===== config.mk =====
export PLATFORM = sky130hd
export DESIGN_NAME = mem_march_bist
export DESIGN_NICKNAME = d
export VERILOG_FILES = /design/src/rtl/mem_march_bist.sv
export SDC_FILE = /design/constraint.sdc
export NUM_CORES = 1
export LEC_CHECK = 0
export ABC_AREA = 1
export CAP_MARGIN = 10
export CORE_MARGIN = 3
export CORE_UTILIZATION = 51
export CTS_CLUSTER_DIAMETER = 200
export CTS_CLUSTER_SIZE = 40
export DETAILED_ROUTE_END_ITERATION = 6
export PLACE_DENSITY = 0.86
export SYNTH_ARGS = -nofsm -noshare
export SYNTH_HDL_FRONTEND = slang
export SYNTH_SLANG_ARGS = --single-unit

===== constraint.sdc =====
create_clock -name clk -period 3.8 [get_ports clk]
set_clock_uncertainty 0.1 [all_clocks]
set_input_delay 0.57 -clock clk [delete_from_list [all_inputs] [get_ports clk]]
set_output_delay 0.57 -clock clk [all_outputs]
set_load 0.02 [all_outputs]

===== src/rtl/mem_march_bist.sv =====
// mem_march_bist: March C- self-test controller in front of a single-port array.
// Idle: host_* pass straight through to mem_*. On start, runs
// E0 up(wZ) E1 up(rZ,wO) E2 up(rO,wZ) E3 dn(rZ,wO) E4 dn(rO,wZ) E5 up(rZ)
// and records the first miscompare plus a saturating miscompare count.
// Optional: define BIST_CHECKERBOARD_EN to repeat the march with 0x55../0xAA..
// backgrounds; this adds the bg_pass output.
module mem_march_bist #(
  parameter int ADDR_BITS    = 5,
  parameter int DATA_BITS    = 8,
  parameter int READ_LATENCY = 0
) (
  input  logic                 clk,
  input  logic                 reset,
  input  logic                 start,
  input  logic                 host_we,
  input  logic [ADDR_BITS-1:0] host_addr,
  input  logic [DATA_BITS-1:0] host_wdata,
  output logic                 mem_we,
  output logic [ADDR_BITS-1:0] mem_addr,
  output logic [DATA_BITS-1:0] mem_wdata,
  input  logic [DATA_BITS-1:0] mem_rdata,
  output logic                 busy,
  output logic                 done,
  output logic                 fail,
  output logic [ADDR_BITS-1:0] fail_addr,
  output logic [DATA_BITS-1:0] fail_syndrome,
  output logic [7:0]           fail_count
`ifdef BIST_CHECKERBOARD_EN
  ,
  output logic                 bg_pass
`endif
);

`ifdef BIST_CHECKERBOARD_EN
  localparam logic LAST_BG = 1'b1;
`else
  localparam logic LAST_BG = 1'b0;
`endif
  localparam int LAT_W = (READ_LATENCY > 0) ? $clog2(READ_LATENCY + 1) : 1;
  localparam logic [ADDR_BITS-1:0] ADDR_MAX = '1;

  typedef enum logic {S_IDLE, S_RUN} state_t;

  state_t               state_q, state_d;
  logic [2:0]           elem_q, elem_d;   // march element 0..5
  logic                 op_q, op_d;       // op slot within the element
  logic [LAT_W-1:0]     lat_q, lat_d;     // cycles spent in the current read
  logic [ADDR_BITS-1:0] addr_q, addr_d;
  logic                 bg_q, bg_d;       // 0 = solid, 1 = checkerboard
  logic                 done_q, done_d, fail_q, fail_d;
  logic [ADDR_BITS-1:0] faddr_q, faddr_d;
  logic [DATA_BITS-1:0] fsyn_q, fsyn_d;
  logic [7:0]           fcnt_q, fcnt_d;
`ifdef BIST_CHECKERBOARD_EN
  logic                 fbg_q, fbg_d;
`endif

  logic [DATA_BITS-1:0] bg_z, bg_o, op_data;
  logic op_rd, op_one, op_last, elem_down, rd_last, addr_end, miscmp;

  // Background words: Z is all-zeros, or alternating bits with bit 0 set.
  always_comb begin
    for (int i = 0; i < DATA_BITS; i++) bg_z[i] = bg_q & (i % 2 == 0);
    bg_o = ~bg_z;
  end

  // Decode the current march op from element and slot.
  always_comb begin
    op_rd     = (elem_q == 3'd5) || ((elem_q != 3'd0) && !op_q);
    op_one    = op_rd ? (elem_q == 3'd2 || elem_q == 3'd4)
                      : (elem_q == 3'd1 || elem_q == 3'd3);
    op_last   = (elem_q == 3'd0) || (elem_q == 3'd5) || op_q;
    elem_down = (elem_q == 3'd3) || (elem_q == 3'd4);
    rd_last   = !op_rd || (lat_q == LAT_W'(READ_LATENCY));
    addr_end  = elem_down ? (addr_q == '0) : (addr_q == ADDR_MAX);
    op_data   = op_one ? bg_o : bg_z;
    miscmp    = (state_q == S_RUN) && op_rd && rd_last && (mem_rdata != op_data);
  end

  // Sequencer and result capture.
  always_comb begin
    state_d = state_q; elem_d = elem_q; op_d = op_q; lat_d = lat_q;
    addr_d  = addr_q;  bg_d   = bg_q;   done_d = done_q; fail_d = fail_q;
    faddr_d = faddr_q; fsyn_d = fsyn_q; fcnt_d = fcnt_q;
`ifdef BIST_CHECKERBOARD_EN
    fbg_d   = fbg_q;
`endif
    if (state_q == S_IDLE) begin
      if (start) begin
        state_d = S_RUN; elem_d = 3'd0; op_d = 1'b0; lat_d = '0;
        addr_d  = '0;    bg_d   = 1'b0; done_d = 1'b0; fail_d = 1'b0;
        faddr_d = '0;    fsyn_d = '0;   fcnt_d = 8'd0;
`ifdef BIST_CHECKERBOARD_EN
        fbg_d   = 1'b0;
`endif
      end
    end else begin
      if (miscmp) begin
        if (fcnt_q != 8'hFF) fcnt_d = fcnt_q + 8'd1;
        if (!fail_q) begin
          fail_d  = 1'b1;
          faddr_d = addr_q;
          fsyn_d  = op_data ^ mem_rdata;
`ifdef BIST_CHECKERBOARD_EN
          fbg_d   = bg_q;
`endif
        end
      end
      if (!rd_last) begin
        lat_d = lat_q + 1'b1;
      end else begin
        lat_d = '0;
        if (!op_last) begin
          op_d = 1'b1;
        end else begin
          op_d = 1'b0;
          if (!addr_end) begin
            addr_d = elem_down ? addr_q - 1'b1 : addr_q + 1'b1;
          end else if (elem_q != 3'd5) begin
            // next element starts at the top only for the two down elements
            elem_d = elem_q + 3'd1;
            addr_d = (elem_q == 3'd2 || elem_q == 3'd3) ? ADDR_MAX : '0;
          end else if (bg_q != LAST_BG) begin
            elem_d = 3'd0; addr_d = '0; bg_d = 1'b1;
          end else begin
            state_d = S_IDLE; done_d = 1'b1;
          end
        end
      end
    end
  end

  // State registers with synchronous reset.
  always_ff @(posedge clk) begin
    if (reset) begin
      state_q <= S_IDLE; elem_q <= 3'd0; op_q <= 1'b0; lat_q <= '0;
      addr_q  <= '0;     bg_q   <= 1'b0; done_q <= 1'b0; fail_q <= 1'b0;
      faddr_q <= '0;     fsyn_q <= '0;   fcnt_q <= 8'd0;
`ifdef BIST_CHECKERBOARD_EN
      fbg_q   <= 1'b0;
`endif
    end else begin
      state_q <= state_d; elem_q <= elem_d; op_q <= op_d; lat_q <= lat_d;
      addr_q  <= addr_d;  bg_q   <= bg_d;   done_q <= done_d; fail_q <= fail_d;
      faddr_q <= faddr_d; fsyn_q <= fsyn_d; fcnt_q <= fcnt_d;
`ifdef BIST_CHECKERBOARD_EN
      fbg_q   <= fbg_d;
`endif
    end
  end

  assign busy          = (state_q == S_RUN);
  assign mem_we        = busy ? !op_rd  : host_we;
  assign mem_addr      = busy ? addr_q  : host_addr;
  assign mem_wdata     = busy ? op_data : host_wdata;
  assign done          = done_q;
  assign fail          = fail_q;
  assign fail_addr     = faddr_q;
  assign fail_syndrome = fsyn_q;
  assign fail_count    = fcnt_q;
`ifdef BIST_CHECKERBOARD_EN
  assign bg_pass       = fbg_q;
`endif

endmodule


======== Yosys cells after proc, flatten, opt, wreduce, memory -nomap -nowiden ========
Index checks and enable logic that the tools add are counted.
operators by class
  reductions and logical operators ........ 26
  bitwise gates (word level) .............. 3
  multiplexer cells ....................... 58
  add/sub/neg operators ................... 5
  equality and inequality tests ........... 19
operator list
  kind                   count
  $mux W8                9
  $mux W5                13
  $mux W1                29
  $mux W3                7
  $ne A2 B1 Y1 const B   5
  $reduce_and A5 Y1      2
  $add A8 B1 Y8 const B  1
  $logic_or A1 B1 Y1     8
  $ne A8 B8 Y1           1
  $ne A8 B8 Y1 const B   1
  $not A7 Y8             1
  $xor A8 B8 Y8          1
  $eq A3 B2 Y1 const B   2
  $eq A3 B3 Y1 const B   2
  $ne A2 B2 Y1 const B   3
  $reduce_and A3 Y1      2
  $reduce_and A6 Y1      1
  $add A5 B1 Y5 const B  1
  $eq A5 B5 Y1 const B   1
  $logic_not A5 Y1       1
  $sub A5 B1 Y5 const B  1
  $logic_and A1 B1 Y1    4
  $ne A4 B3 Y1 const B   1
  $reduce_and A2 Y1      2
  other kinds (11)       12
storage, ports and cells
  flip-flop bits (word level) ............. 35
  output and inout bits ................... 38
  bits of input ports ..................... 25
  logic and storage cells ................. 122

======== Longest topological paths before layout ========
Gate-level depths: netlist (run 1).
  depth after elaboration ................. 9
  depth in mapped cells ................... 17
  mapped depth without buffers ............ 17

======== Least setup slack after synthesis (run 1) ========
OpenSTA, ideal clock, no wires.
  path kind ............................... register to output
  start point ............................. reg state_q, in the netlist busy
  end point ............................... out mem_wdata[0]
  path buffers ............................ 2
  cell stages (with the launch flop) ...... 5
  data required time ...................... 3.130 ns
  slack ................................... 1.687 ns
  data arrival time ....................... 1.443 ns
  cell sequence ........................... dfxtp_1 -> clkbuf_1 -> clkbuf_1 -> nand3_1 -> nand2_1
between the ends
  cells in the longest elaborated chain, start to end .. 1
ends and longest elaborated chain
  element                   line  text
  start: declaration        44    state_t state_q, state_d;
  start signal: assignment  143   state_q <= state_d; elem_q <= elem_d; op_q <= op_d; lat_q <= lat_d;
  $mux W8                   155   assign mem_wdata = busy ? op_data : host_wdata;
  end: declaration          20    output logic [DATA_BITS-1:0] mem_wdata,
Every way passes these cells.

======== Final worst setup path (run 1) ========
  start point ............................. reg elem_q[1]
  end point ............................... out mem_wdata[6]
between the ends
  cells in the longest elaborated chain, start to end .. 6
  elaborated cells on any way between the ends .. 13
  classes of those cells .................. 5 x eq/ne; 3 x mux; 5 x reduce/logical
ends and longest elaborated chain
  element                   line  text
  start: declaration        45    logic [2:0] elem_q, elem_d;
  start signal: assignment  143
  $reduce_bool A3 Y1        69    op_rd = (elem_q == 3'd5) || ((elem_q != 3'd0) && !op_q);
  $logic_and A1 B1 Y1       69
  $logic_or A1 B1 Y1        69
  $mux W1 (*)               70    op_one = op_rd ? (elem_q == 3'd2 || elem_q == 3'd4)
  $mux W8 (*)               76    op_data = op_one ? bg_o : bg_z;
  $mux W8 (*)               155
Mark *: on every way between the ends. The rest lies on a longest branch, timed or not.

==> impl_results.md, run 1 <==
* Largest net degree at the start of global routing at 27
* Clk Latency, worst-skew pair at 280 ps
* CP Capture Type: output pin
* WL final at 5450 um
* Layout cells sized above 1 at 4.84%
* Clk pin slew, worst setup/hold paths at 70 ps
* # hold bufs at CTS at 0
* CTS Root Cell: clkbuf_8
* Area leader, netlist: dfxtp_1
* Row cnt at 22
* Max cap viols at 0
* Endpoints failing hold at 0
* Reg2reg setup slack at 1370 ps
* Dpl cell area at 2760 sq um
* H-tree Lvls at 2
* Total grt overflow at 0
* Chip Width at 70.4 um
* ANT cells at 0
* Seq cells post-synth at 34
* Detail Route Antenna Nets at 0
* PwrDens at 318 nW/um^2
* Worst-Margin Slew at slightly below 700 ps
* Routed len/inst at 11.8 um
* CP arrival at between 2000 and 2500 ps
* CTS tree: done
* Worst hold margin at 364 ps
* Mean Syn Cell Area at ~6 sq um
* Layout net count at around 440
* Synthesized cell area at approximately 2100 sq um
* Initial antenna violation count at 0
* Crit start category: flip-flop
* Cell with the most instances after synthesis: nand2_1
* Syn nets at ~380
* Register area share after synthesis at between 30% and 40%
* RSZ-0062 raised after global routing: no
* Slew headroom at approximately 54%
* Req. time, crit path at 3130 ps
* Clock sinks at 34
* Post-route cell area at about 2800 sq um
* Commonest cells in the netlist: nand2_1 (115), inv_1 (51), nor2_1 (37), dfxtp_1 (34), a21oi_1 (32)
* Crit-path max FO at 10
* Core Region at about 3800 sq um
* Max Clock Freq at 345 MHz
* Synth warn at 0
* First drt pass iteration count at 5
* Crit path kind: flip-flop to output pin
* Post-route minimum period at 2890 ps
* Area Overhead vs Synth at 34.5%
* Number of global-route vias before repair at 2,119
* Number of flops mapped to enable cells by yosys at 0
* Peak supply drop at 177 uV
* Hold Path Cell Cnt at 2
* Slew Limit Fails at 0
* FF-to-FF End: fail_syndrome[1]
* Total number of vias at 2,343
* Top_reg_cell synth: dfxtp_1
* Hold Crit Class: flip-flop to flip-flop
* Hold Path End: done
* IO buf count at 62
* Post-cts resize count at 0
* Routed vias/inst at around 5
* Die Ht at 70.4 um
* Initial cell density of the core at a little under three fifths
* Synth top area share at 32.2%
* GR Util All Layers at 22.8%
* Hold Path Origin: done
* First-pass GRT wire length at 9240 um
* Leakage at roughly 1.4 nW
* Worst r2r src: elem_q[2]
* Netlist cell types at 26
* Final setup fails at 0
* Post-CTS Setup Bufs at 0
* Total I/O pin count at 63
* Die area at 4950 sq um
* Clock Tree Buf Depth at 2
* DRT iter0 DRCs at ~210
* Post-synth ARST share at 0%
* Cells after Synth at between 300 and 400
* Inserted Clock Buffers at 5
* Worst-case reg-to-reg path depth at 15
* Status: finished, final reports clean
* Crit share post-route at 76.2%
* Synth area leaders: dfxtp_1 (32%), nand2_1 (20%), inv_1 (9.1%)
* TNS Setup at 0 ps
* Placer Congestion at 0.936
* HPWL Detailed at 4240 um
* Post-route DRC at 0
[state kept, by name (all words and copies together) (netlist names)]
signal / flops
fail_count: 8
fail_syndrome: 8
addr_q: 5
fail_addr: 5
elem_q: 3
busy: 1
done: 1
fail: 1
lat_q: 1
op_q: 1
[layer usage]
metal	global-route usage (%)	up-vias	share of wire, %
li1	-	1220	-
met3	4.89	5	7.5
met2	38.6	78	48
met1	28.9	1040	44
met4	7.02	0	0.77
met5	0	-	0
[placed cells by master (no fill, tap or decap), drive strengths merged, types with 2 or more instances in the layout]
cell / synthesis / final
clkinv: 0 / 2
ha: 5 / 5
nand2: 123 / 123
dfxtp: 34 / 34
o21ai: 10 / 10
nand3: 31 / 31
nor3: 6 / 6
buf: 4 / 2
a21oi: 32 / 32
clkdlybuf4s50: 0 / 62
clkbuf: 6 / 5
inv: 53 / 53
nor2: 38 / 38
a211oi: 3 / 3
[final cells by class]
class | instances | area, sq um
multi-input combinational | 255 | 1190
inverter | 53 | 199
sequential | 34 | 681
timing repair buffer | 64 | 636
clock inverter | 2 | 10.0
fill | 340 | 985
clock buffer | 5 | 68.8
tap | 48 | 60.1
[worst max-delay path by stage]
stage,startpoint,end,slack [ps],depth (start not counted)
6_report,elem_q[1],mem_wdata[6],910,8
3_5_place_dp,elem_q[1],mem_wdata[6],1210,8
5_1_grt,elem_q[1],mem_wdata[3],670,8
3_3_place_gp,elem_q[1],mem_wdata[6],1270,8
4_1_cts,elem_q[1],mem_wdata[6],900,8
2_1_floorplan,busy,mem_wdata[0],1690,4
[kinds of logic (layout without fill, tap and decap cells)]
kind of cell	count (synthesis)	count (layout)	synth area share, %
AOI/OAI and AO/OA	47	47	11.7
DFF	34	34	32.2
buffers and inverters	63	124	11.6
adders and majority gates	6	6	3.91
xor gates and xnor gates	2	2	0.829
and+or+nand+nor	200	200	39.7
[report_power, final]
group          internal (W)  switching, W  total, W
Clock              0.000123      0.000122  0.000244
Combinational      0.000113      0.000158  0.000271
Sequential         0.000372     0.0000167  0.000389
[critical path: stages (launching register included)]
cell and delay [ps]:
dfxtp_1 420, nand2_1 80, inv_1 70, ha_1 140, nor2_1 50, nand2_2 200
nand3_1 270, nand2_1 130, clkdlybuf4s50_1 600
[through the flow]
step | utilization (%) | power [W] | worst slack (ps) | cells
6_report | 74.3 | 0.000904 | 905 | 461
5_1_grt | 74.3 | 0.000965 | 675 | 461
4_1_cts | 74.3 | 0.000913 | 902 | 461
3_5_place_dp | 72.2 | 0.000667 | 1210 | 454
3_3_place_gp | 72.2 | 0.000661 | 1270 | 454
2_1_floorplan | - | 0.000561 | 1690 | 352
Power figures use the tool's default switching activity.
==> run 2: changes to the inputs <==
--- a/config.mk
+++ b/config.mk
@@ -8,11 +8,11 @@
 export ABC_AREA = 1
 export CAP_MARGIN = 10
 export CORE_MARGIN = 3
-export CORE_UTILIZATION = 51
+export CORE_UTILIZATION = 47
 export CTS_CLUSTER_DIAMETER = 200
 export CTS_CLUSTER_SIZE = 40
 export DETAILED_ROUTE_END_ITERATION = 6
-export PLACE_DENSITY = 0.86
+export PLACE_DENSITY = 0.8
 export SYNTH_ARGS = -nofsm -noshare
 export SYNTH_HDL_FRONTEND = slang
 export SYNTH_SLANG_ARGS = --single-unit
==> constraint.sdc (replaced) <==
create_clock -name clk -period 2.8 [get_ports clk]
set_clock_uncertainty 0.1 [all_clocks]
set_input_delay 0.42 -clock clk [delete_from_list [all_inputs] [get_ports clk]]
set_output_delay 0.42 -clock clk [all_outputs]
set_load 0.02 [all_outputs]
==> run 2 against run 1 <==
Against the previous run:
- worst setup slack got worse by 710 ps
- final cell count rose by 1.1%
- non-clock buffer count rose by 2
- global-route usage fell by 1.8 points
- largest cell class unchanged
- sequential share of layout area fell by 0.33 points
- first-iteration DRC count fell by 31%
- largest power group unchanged
- design area rose by 1.6%
- register-to-register slack got worse by 950 ps
- wire length fell by 4.8%
- hold slack got worse by 1.9 ps
- power rose by 41%
==> impl_results.md, run 2 (synthesis results as in run 1) <==
* Status: finished, final reports clean
* # hold bufs at CTS at 0
* RSZ-0062 raised after global routing: no
* Peak supply drop at roughly 260 uV
* Total grt overflow at 0
* Routed len/inst at between 10 and 15 um
* Die area at 5340 sq um
* Crit share post-route at roughly 93%
* Most Frequent Cell on Critical Path: nor2_1
* Chip Width at 73.1 um
* H-tree Lvls at 2
* Crit start category: flip-flop
* Core Region at around 4200 sq um
* Hold Crit Class: flip-flop to flip-flop
* Crit path largest cell delay at 610 ps
* Total I/O pin count at 63
* CP top delay family: buffers and inverters
* Max Clock Freq at 384 MHz
* Die Ht at 73.1 um
* IO buf count at 62
* Clock sinks at 34
* GR Util All Layers at 21.0%
* M1 WL at about 2400 um
* Crit path kind: flip-flop to output pin
* First drt pass iteration count at 4
* Initial cell density of the core at 50.6%
* Commonest non-fill, non-tap cells in the layout: nand2_1 (115), clkdlybuf4s50_1 (60), inv_1 (51)
* Initial antenna violation count at 0
* Area Overhead vs Synth at 36.6%
* Placer Congestion at between 0.9 and 1
* CTS Root Cell: clkbuf_8
* Total power at 0.00128 W
* Layout fillers at 375
* Clk Latency, worst-skew pair at 290 ps
* Commonest non-fill, non-tap cell in the layout: nand2_1
* Worst-case reg-to-reg path depth at 18
* Inserted Clock Buffers at 5
* Slew Limit Fails at 0
* Met3 wire length at 372 um
* Req. time, crit path at around 2300 ps
* WL final at 5190 um
* Critical path's slowest cell: clkdlybuf4s50_1
* Hold Path Cell Cnt at 2
* Hold Path Origin: fail_syndrome[6]
* DRT iter0 DRCs at ~150
* Largest net degree at the start of global routing at 22
* Layout net count at 446
* Slew headroom at approximately three fifths
* PwrDens at 443 nW/um^2
* FF-to-FF End: fail_count[3]
* First-pass GRT wire length at 8980 um
* Total number of vias at 2,332
* Final setup fails at 0
* Buffers plus inverters on the worst setup path at 2
* Max cap viols at 0
* HPWL Detailed at about 4000 um
* Detail Route Antenna Nets at 0
* ANT cells at 0
* CP arrival at 2080 ps
* Worst-Margin Slew at 623 ps
* Layout cells sized above 1 at under 10%
* CTS tree: done
* Hold Path End: fail_syndrome[6]
* Clock Tree Buf Depth at 2
* Row cnt at 23
* Endpoints failing hold at 0
* Post-route DRC at 0
* Crit-path max FO at 20
* Leakage at 1.40 nW
* TNS Setup at 0 ps
* CP Capture Type: output pin
* Post-route minimum period at 2600 ps
* Cell Chain, Critical Path: inv_1, nor2_1, nor2_1, clkdlybuf4s50_1
* DR top layer: met4
* Worst r2r src: elem_q[1]
* Reg2reg setup slack at 420 ps
* Clk pin slew, worst setup/hold paths at 70 ps
* Routed vias/inst at 5.00
* Non-Filler Instances at between 400 and 500
* WL met2 at approximately 2400 um
* Placed insts at 457
* Number of global-route vias before repair at around 2.1k
==> run 2: report_power, final <==
group	switching (W)	internal (W)
logic	0.000213	0.000157
registers	0.0000214	0.000505
clock network	0.000184	0.000198
==> run 2: worst max-delay path by stage <==
stage,startpoint,endpoint,cells after the start
3_5_place_dp,elem_q[1],mem_wdata[1],8
3_3_place_gp,elem_q[1],mem_wdata[7],8
4_1_cts,elem_q[1],mem_wdata[1],8
5_1_grt,busy,mem_we,4
6_report,busy,mem_we,4
2_1_floorplan,elem_q[2],fail_count[6],15
==> run 2: area by class of cell <==
cell class                      count  area, sq um  share of cell area (%)
Multi-Input combinational cell    255         1190                    41.3
Sequential cell                    34          682                    23.6
Timing Repair Buffer               66          656                    22.7
Inverter                           53          199                    6.89
Clock buffer                        6         82.6                    2.86
Tap cell                           50         62.6                    2.17
Clock inverter                      2         12.5                   0.433
==> run 2: routing by layer <==
| layer | vias up | track usage, % |
|---|---|---|
| met5 | - | 0 |
| met4 | 0 | 6.15 |
| li1 | 1230 | - |
| met2 | 73 | 35.1 |
| met1 | 1024 | 27.1 |
| met3 | 5 | 4.55 |
==> run 2: per-stage QoR <==
step	hold WS, ps	area [sq um]	setup WS [ps]	util, %
final	362	2890	198	69.2
after global routing	379	2890	30.6	69.2
after CTS	363	2870	37.9	68.7
after detailed placement	351	2770	346	66.4
after global placement	348	2770	401	66.4
after floorplan	357	2110	739	-
==> run 2: tightest hold or removal path: stages, from the launching register on <==
cell and delay, ps:
dfxtp_1 310, nand2_1 60, a21oi_1 50
==> run 2: what timing repair did <==
action                                  4_1_cts  5_1_grt
endpoints found under the setup margin        0        8
buffers inserted                              0        1
gates resized for setup                       0        4
